--- config.mk ---
export PLATFORM = sky130hd
export DESIGN_NAME = gf_int_mult_seq
export DESIGN_NICKNAME = d
export VERILOG_FILES = /design/src/rtl/gf_mult_pkg.sv /design/src/rtl/gf_mult_step.sv /design/src/rtl/gf_int_mult_seq.sv
export SDC_FILE = /design/constraint.sdc
export NUM_CORES = 2
export LEC_CHECK = 0
export BUFFER_PORTS_ARGS = -buffer_cell sky130_fd_sc_hd__buf_2
export CORE_ASPECT_RATIO = 1.75
export CORE_UTILIZATION = 60
export CTS_BUF_LIST = sky130_fd_sc_hd__clkbuf_2 sky130_fd_sc_hd__clkbuf_4 sky130_fd_sc_hd__clkbuf_8
export CTS_CLUSTER_DIAMETER = 40
export DETAILED_ROUTE_END_ITERATION = 16
export PLACE_DENSITY = 0.8
export SETUP_SLACK_MARGIN = 0.4
export SLEW_MARGIN = 10
export SYNTH_ARGS = -nofsm -noshare
export SYNTH_HDL_FRONTEND = slang
export SYNTH_SLANG_ARGS = --single-unit
--- constraint.sdc ---
create_clock -name clk -period 8.9 [get_ports clk]
set_input_delay 2.225 -clock clk [delete_from_list [all_inputs] [get_ports clk]]
set_output_delay 2.225 -clock clk [all_outputs]
set_load 0.02 [all_outputs]
--- src/rtl/gf_mult_pkg.sv ---
// Shared encodings for the sequential integer / GF(2) multiplier.
// Mode constants and FSM state type.
package gf_mult_pkg;

  localparam logic [1:0] MODE_INT   = 2'd0;
  localparam logic [1:0] MODE_CLMUL = 2'd1;
  localparam logic [1:0] MODE_GF    = 2'd2;
  localparam logic [1:0] MODE_RSVD  = 2'd3;

  typedef enum logic [1:0] {
    ST_IDLE,
    ST_MULT,
    ST_REDUCE,
    ST_DONE
  } state_t;

endpackage

--- src/rtl/gf_mult_step.sv ---
// One multiply iteration: add or XOR operand A into the accumulator
// window aligned at the current bit of B, with carry out.
module gf_mult_step #(
  parameter int DATA_WIDTH = 32
) (
  input  logic [DATA_WIDTH-1:0] win,
  input  logic [DATA_WIDTH-1:0] a,
  input  logic                  en,
  input  logic                  carryless,
  output logic [DATA_WIDTH-1:0] sum,
  output logic                  carry
);

  always_comb begin
    sum   = win;
    carry = 1'b0;
    if (en) begin
      if (carryless) begin
        sum = win ^ a;
      end else begin
        {carry, sum} = {1'b0, win} + {1'b0, a};
      end
    end
  end

endmodule

--- src/rtl/gf_int_mult_seq.sv ---
// Sequential shift-and-add multiplier: unsigned integer, carry-less,
// and GF(2^m) modular product with bit-serial reduction.
module gf_int_mult_seq
  import gf_mult_pkg::*;
#(
  parameter  int DATA_WIDTH = 32,
  localparam int WW         = $clog2(DATA_WIDTH) + 1
) (
  input  logic                    clk,
  input  logic                    rst_n,
  input  logic                    in_start,
  input  logic                    in_abort,
  input  logic [1:0]              in_mode,
  input  logic [WW-1:0]           in_width,
  input  logic [DATA_WIDTH-1:0]   in_mult_a,
  input  logic [DATA_WIDTH-1:0]   in_mult_b,
  input  logic [DATA_WIDTH:0]     in_poly,
  output logic                    out_busy,
  output logic                    out_valid,
  output logic                    out_error,
  output logic [2*DATA_WIDTH-1:0] out_mult_result
);

  localparam int DW  = DATA_WIDTH;
  localparam int DW2 = 2 * DATA_WIDTH;
  localparam logic [WW-1:0] WMAX = WW'(DATA_WIDTH);

  state_t          state_q, state_d;
  logic [1:0]      mode_q;
  logic [WW-1:0]   m_q;
  logic [WW-1:0]   cnt_q;
  logic [DW-1:0]   a_q;
  logic [DW-1:0]   b_q;
  logic [DW:0]     poly_q;
  logic [DW2-1:0]  acc_q;
  logic [DW2-1:0]  res_q;
  logic            err_q;

  logic            bad_req;
  logic [DW-1:0]   op_mask;
  logic [DW:0]     poly_mask;
  logic [DW-1:0]   win;
  logic [DW-1:0]   step_sum;
  logic            step_carry;
  logic [DW2-1:0]  acc_mul;
  logic            mult_last;
  logic            red_hit;
  logic [WW-1:0]   red_sh;
  logic [DW2-1:0]  acc_red;
  logic            red_last;
  logic [WW:0]     res_len;
  logic [DW2-1:0]  res_mask;

  assign bad_req = (in_mode == MODE_RSVD)
                 || (in_width < WW'(2))
                 || (in_width > WMAX);

  assign op_mask   = (DW'(1) << in_width) - DW'(1);
  assign poly_mask = ((DW+1)'(1) << (in_width + WW'(1)))
                   - (DW+1)'(1);

  // Window of the accumulator starting at bit i of the partial product
  assign win = DW'(acc_q >> cnt_q);

  gf_mult_step #(
    .DATA_WIDTH(DATA_WIDTH)
  ) u_step (
    .win       (win),
    .a         (a_q),
    .en        (b_q[0]),
    .carryless (mode_q != MODE_INT),
    .sum       (step_sum),
    .carry     (step_carry)
  );

  // Bits above i+DW are still zero, so the carry lands in bit i+DW
  assign acc_mul = (acc_q & ~(DW2'({(DW+1){1'b1}}) << cnt_q))
                 | (DW2'({step_carry, step_sum}) << cnt_q);

  assign mult_last = (cnt_q == m_q - WW'(1));

  assign red_hit  = |(acc_q & (DW2'(1) << cnt_q));
  assign red_sh   = cnt_q - m_q;
  assign acc_red  = red_hit ? (acc_q ^ (DW2'(poly_q) << red_sh))
                            : acc_q;
  assign red_last = (cnt_q == m_q);

  always_comb begin
    res_len = {1'b0, m_q};
    case (mode_q)
      MODE_INT:   res_len = {m_q, 1'b0};
      MODE_CLMUL: res_len = {m_q, 1'b0} - (WW+1)'(1);
      default:    res_len = {1'b0, m_q};
    endcase
  end

  assign res_mask = (DW2'(1) << res_len) - DW2'(1);

  always_comb begin
    state_d = state_q;
    unique case (1'b1)
      (state_q == ST_IDLE): begin
        if (in_start) begin
          state_d = bad_req ? ST_DONE : ST_MULT;
        end
      end
      (state_q == ST_MULT): begin
        if (in_abort) begin
          state_d = ST_IDLE;
        end else if (mult_last) begin
          state_d = (mode_q == MODE_GF) ? ST_REDUCE : ST_DONE;
        end
      end
      (state_q == ST_REDUCE): begin
        if (in_abort) begin
          state_d = ST_IDLE;
        end else if (red_last) begin
          state_d = ST_DONE;
        end
      end
      default: state_d = ST_IDLE;
    endcase
  end

  always_ff @(posedge clk or negedge rst_n) begin
    if (!rst_n) begin
      state_q <= ST_IDLE;
      mode_q  <= '0;
      m_q     <= '0;
      cnt_q   <= '0;
      a_q     <= '0;
      b_q     <= '0;
      poly_q  <= '0;
      acc_q   <= '0;
      res_q   <= '0;
      err_q   <= 1'b0;
    end else begin
      state_q <= state_d;
      case (state_q)
        ST_IDLE: begin
          if (in_start) begin
            mode_q <= in_mode;
            m_q    <= in_width;
            a_q    <= in_mult_a & op_mask;
            b_q    <= in_mult_b & op_mask;
            poly_q <= in_poly & poly_mask;
            acc_q  <= '0;
            cnt_q  <= '0;
            err_q  <= bad_req;
            if (bad_req) begin
              res_q <= '0;
            end
          end
        end
        ST_MULT: begin
          if (!in_abort) begin
            acc_q <= acc_mul;
            b_q   <= b_q >> 1;
            if (!mult_last) begin
              cnt_q <= cnt_q + WW'(1);
            end else if (mode_q == MODE_GF) begin
              cnt_q <= (m_q << 1) - WW'(2);
            end else begin
              res_q <= acc_mul & res_mask;
            end
          end
        end
        ST_REDUCE: begin
          if (!in_abort) begin
            acc_q <= acc_red;
            cnt_q <= cnt_q - WW'(1);
            if (red_last) begin
              res_q <= acc_red & res_mask;
            end
          end
        end
        default: ;
      endcase
    end
  end

  assign out_busy        = (state_q == ST_MULT) || (state_q == ST_REDUCE);
  assign out_valid       = (state_q == ST_DONE);
  assign out_error       = (state_q == ST_DONE) && err_q;
  assign out_mult_result = res_q;

endmodule

==> flow_results.org, run 1 <==
** Die
- Starting Density :: 0.610
- During I/O placement, the number of pins put on the boundary was 176.
- Site Rows :: 107
- The die is 297 µm tall.
- Die X-Extent :: 171 µm

** CTS
- Hold buffer count at cts :: 0
- Buffers added to address setup during post-CTS repair amount to 0.
- The clock passes through at most 3 buffers.
- The number of gates resized after CTS was 0.
- H-tree levels :: 2
- TritonCTS created 37 clock buffers.
- Clock Root Buffer :: clkbuf_8
- Clock tree synthesis found a total of 242 sinks.

** Logic synthesis
- The synthesized design contains 242 register bits.
- The share of synthesized area in the top cell type comes to 0.203.
- Register area share after synthesis :: 0.203
- Compound-Gate Fraction of Synth Area :: 0.314
- Yosys mapped a number of flops with a built-in enable equal to 0.
- The average instance in the mapped netlist occupies around 7.4 µm².
- Top area cells in the synthesized netlist :: dfrtp_1, nand2_1, mux4_2, o21ai_0, mux2i_1
- Netlist Area Pre-Place :: ~30000 µm²
- Main combinational cell family by area after synthesis :: compound AO/OA/AOI/OAI gates
- The number of nets in the synthesized netlist is about 4200.
- Of the total synthesized cell area, the portion taken by XOR and XNOR cells is 0.0394.
- During synthesis, Yosys emitted a total of 0 warnings.
- Share of synthesized flip-flops with an asynchronous set or reset :: 1.00
- The number of different library cells used by synthesis comes to 89.
- Dominant synthesized flop cell :: dfrtp_1
- Simple-gate portion of the synthesized area :: 0.221
- After synthesis, the share of cell area in mux cells is 0.137.
- The largest total area in the synthesized netlist belongs to dfrtp_1.
- The cell count after synthesis came out at 4012.
- Adder and majority cell fraction of the synthesized area :: 0.0261

** Run status
- The first error in the log reads "[ERROR GRT-0116] Global routing finished with congestion. Check the congestion regions in the DRC Viewer".
- The run ended at global routing.
- Outcome :: aborted with a tool error

** Placement
- Quantity of I/O buffers inserted on ports :: roughly 180
- The congestion estimate from routability-driven global placement came to 1.29.
- The HPWL after detailed placement is 137000 µm.

** Global routing
- The first global-routing pass estimated 325000 µm of wire.
- For this run, the total global-route usage over all layers was measured as 0.849.
- Summed over all layers, the global routing overflow is 1683.
- The via count of the first global-routing pass is 42700.
- Maximum number of pins on one net before global-route repair :: 138
-- per-stage QoR --
| stage | worst slack, ns | instance area, µm² | hold slack, ns | std cells |
|---|---|---|---|---|
| after floorplan | 2.48 | 29800 | 0.445 | 4012 |
| after detailed placement | 1.40 | 31900 | 0.466 | 4672 |
| after CTS | 1.31 | 32700 | 0.483 | 4740 |
| after global placement | 1.44 | 31900 | 0.459 | 4672 |
-- synthesized netlist by cell type (16+ instances only) --
cell type and number:
a2111oi_0 21, a211o_1 19, a211oi_1 61, a21o_1 27
a21oi_1 284, a221o_1 33, a221oi_1 31, a22o_1 53
a22oi_1 66, a31oi_1 37, a32o_1 29, and2_1 32
and3_1 48, buf_1 48, buf_2 19, clkbuf_1 307
dfrtp_1 242, ha_1 59, inv_1 57, mux2_2 46
mux2i_1 171, mux4_2 83, nand2_1 561, nand2b_1 39
nand3_1 142, nand3b_1 16, nand4_1 28, nor2_1 335
nor2b_1 25, nor3_1 107, nor4_1 17, o2111ai_1 16
o211ai_1 58, o21a_1 33, o21ai_0 352, o221ai_1 42
o22ai_1 37, o31ai_1 28, or3_1 29, xnor2_1 78
xor2_1 56
-- layer usage --
metal  GRT overflow  GRT usage
met3             33      0.656
met4            494      0.905
met2           1135       1.05
met5              3      0.240
met1             18      0.827
-- cells by family after synthesis --
family,after synthesis
AO/OA/AOI/OAI,1387
XOR/XNOR,134
adder cells (fa/ha/maj),61
buffers and inverters,447
flip-flops,242
multiplexers,300
AND/OR/NAND/NOR,1441
==> run 2: changes to the inputs <==
Settings changed: CORE_ASPECT_RATIO 1.75 to unset, CORE_UTILIZATION 60 to 40, CTS_BUF_LIST sky130_fd_sc_hd__clkbuf_2 sky130_fd_sc_hd__clkbuf_4 sky130_fd_sc_hd__clkbuf_8 to unset, CTS_CLUSTER_DIAMETER 40 to unset, PLACE_DENSITY 0.8 to unset, PLACE_DENSITY_LB_ADDON set to 0.15, SETUP_SLACK_MARGIN 0.4 to unset.
==> run 2 against run 1 <==
Net effect:
- the run now ends clean
- area after synthesis is the same
- synthesized cell count is the same
==> flow_results.org, run 2 <==
** Logic synthesis
- Average cell area after synthesis :: 7.43 µm²
- Netlist Area Pre-Place :: 29800 µm²
- For this run, the register share of the synthesized area comes to 0.203.
- Synthesis produced a netlist whose cell count is between 4000 and 5000.
- Number of distinct library cell variants in the gate-level netlist after synthesis :: a little under 90
- After synthesis, the share of flip-flops with an asynchronous set or reset is 1.00.
- Yosys instantiated no cell more often than nand2_1.
- By area the synthesized netlist is led by dfrtp_1, nand2_1, mux4_2, o21ai_0, mux2i_1.
- Area fraction of the dominant cell type after synthesis :: 0.203
- The commonest cells after synthesis are nand2_1, o21ai_0, nor2_1.
- dfrtp_1 takes more of the synthesized area than any other cell.
- When the netlist entered floorplanning its net count stood at 4182.
- Counting flops and latches in the post-synthesis netlist gives 242.
- The most used flip-flop cell after synthesis is dfrtp_1.
- Number of enable flip-flop cells after synthesis :: 0
- Total of warnings raised by yosys :: 0

** Die
- In this run the standard cell core region covers 73300 µm².
- Measured along the y axis, the die boundary spans 275 µm.
- Die X-Extent :: 275 µm
- Overall die area :: between 70000 and 80000 µm²
- For this configuration, the core starts out at a cell density of 0.407.
- For this design the top-level I/O count stands at between 150 and 200.
- Site Rows :: 99

** Routing
- DRC marker count from the first detailed-route iteration :: 5682
- DR vias/cell :: 7.12
- In the routed design, unresolved DRC markers number 0.
- Wires add up to roughly 180000 µm.
- The final route contains 35900 vias.
- Number of antenna-violating nets in the routed design :: 0
- In the final routed layout, each cell accounts on average for 35.7 µm.
- Initial DRT Pass Iterations :: 8

** Cells and area
- Most used cells in the layout excluding fill and tap cells :: nand2_1, o21ai_0, nor2_1
- Most common library cell in the layout ignoring fill and taps :: nand2_1
- Once layout is done, the placed cells without fillers occupy around 33000 µm².
- Of the cells placed in the final design, the portion with a size suffix greater than 1 is 0.161.
- The area growth from synthesis to layout is 11.5%.
- In the final design database the tool counted 4227 nets.
- Post-layout utilization of the core :: 0.453

** CTS
- CTS placed an instance of clkbuf_16 at the clock tree root.
- TritonCTS built the clock tree.
- Counting the buffers created by CTS gives 31.
- In this run the deepest clock path goes through 3 buffers.
- Counting every sink on the clock net gives 242.
- Insertion delay of the later-clocked pin in the worst-skew pair :: 0.63 ns
- Buffer count from post-CTS setup fixing :: 0
- H-tree levels :: 1
- The number of hold buffers added after CTS was 0.
- Number of gates resized after cts :: 0
- After clock tree synthesis, the clock-pin slew on the worst setup and hold paths is 0.06 ns.

** Placement
- At the end of routability-driven placement, the weighted congestion stood at roughly 1.1.
- Instance area at placement :: 32200 µm²
- Quantity of I/O buffers inserted on ports :: between 150 and 200
- DP Wirelength :: 139000 µm

** STA
- Total setup violations reported at the end of the flow :: 0
- Time the worst path needs with I/O delays and setup :: 8.69 ns
- WHS :: roughly 0.46 ns
- Summed over all failing endpoints, the final setup total negative slack is 0 ns.
- The number of hold violations in the final report was 0.
- Setup repair after global routing left no endpoint under its margin.
- Max-slew headroom at the worst pin :: 0.0357
- Highest clock rate :: between 100 and 150 MHz
- The count of pins over their slew limit came to 0.
- Pin slew with the least headroom to its limit :: 1.43 ns
- In the finished design, the share of the clock period the worst path needs comes to 0.976.
- For the final database, setup skew stands at between 0.015 and 0.02 ns.

** Global routing
- Entering global routing, the biggest net connects 145 pins.
- Total global-route track usage :: 0.464
- For this run the aggregate overflow at the end of global routing stands at 0.
- The number of antenna violations at the first check in global routing was 4.
- Via count of the first global-routing pass :: about 34000
- The first global-routing pass estimated 252000 µm of wire.

** Worst setup path
- Worst setup EP type :: flip-flop
- Nature of the critical path startpoint :: flip-flop
- Walking the worst path, the cells encountered are nor2b_2 > a22oi_1 > and3_1 > a2111oi_0 > buf_4 > nand2_1 > ha_1 > nand2_1 > or4_4 > a211o_1 > a2111o_1 > and3_1 > a211oi_1 > a21oi_1 > a22oi_1 > mux2i_1 > mux4_2 > o221ai_1 > a32o_1.
- The slowest stage of the critical path is the nor2b_2 cell.
- For the worst setup path, the data required time is between 9 and 10 ns.
- In this run the worst path has a maximum fanout of 39.
- The worst setup path is of the reg -> reg kind.
- Data arrival time at the worst-slack endpoint :: ~9 ns
- CP peak stage delay :: 1.15 ns

** Run
- Number of maximum-capacitance violations :: 0

** Min path
- The path class of the tightest hold or removal check is reg -> reg.

** Run status
- The flow ran to the end, and the final reports show no timing, DRC or antenna violations.
==> run 2: cell counts after synthesis <==
No cell type changed its count.
==> run 2: layer usage <==
| layer | wire length [µm] | track usage | vias up |
|---|---|---|---|
| li1 | - | - | 15200 |
| met1 | 70500 | 0.609 | 17500 |
| met2 | 72100 | 0.653 | 2592 |
| met3 | 25700 | 0.182 | 562 |
| met4 | 11400 | 0.235 | 6 |
| met5 | 57 | 0 | - |
==> run 2: path summary, 6_finish.rpt <==
path	startpoint	end	slack, ns	cells past startpoint
min in group asynchronous	rst_n	out_mult_result[49]	1.67	1
max	cnt_q[2]	out_mult_result[24]	0.21	19
min reg2reg	out_mult_result[22]	out_mult_result[22]	0.46	2
max reg2reg	cnt_q[2]	out_mult_result[24]	0.21	19
max in group asynchronous	rst_n	cnt_q[0]	5.70	2
min	out_mult_result[22]	out_mult_result[22]	0.46	2
==> run 2: cell type report <==
cell class              instances  area, µm²
fillers                      7602      40100
well taps                     959       1200
flip-flops and latches        242       6070
inverters                      61        229
multi-input cells            3323      22100
clock buffers                  40        860
repair buffers                398       2620
clock inverters                13        149
diodes                          1       2.50
==> run 2: metrics by stage <==
step / worst slack [ns] / std cells
CTS: 0.676 / 5036
finish: 0.213 / 5037
floorplan: 2.48 / 4012
global placement: 0.722 / 4983
detailed placement: 0.752 / 4983
global route: 0.340 / 5036
==> run 2: critical path: cells and delay by family, from the launching register on <==
family	cells	cell delay [ns]
simple gates	6	2.54
fa+ha+maj	1	0.41
buf+inv	1	0.25
compound gates	9	3.65
flops	1	0.82
mux	2	0.91
==> run 2: logic make-up after synthesis <==
family / after synthesis / synth area share
simple gates: 1441 / 0.221
mux: 300 / 0.137
fa+ha+maj: 61 / 0.0261
xor+xnor: 134 / 0.0394
compound gates: 1387 / 0.314
buf+inv: 447 / 0.0588
flops: 242 / 0.203
Power of run 2 is left out: the tool's default activity adds up to more than one toggle a clock period on the data nets, which glitch-free logic cannot reach.
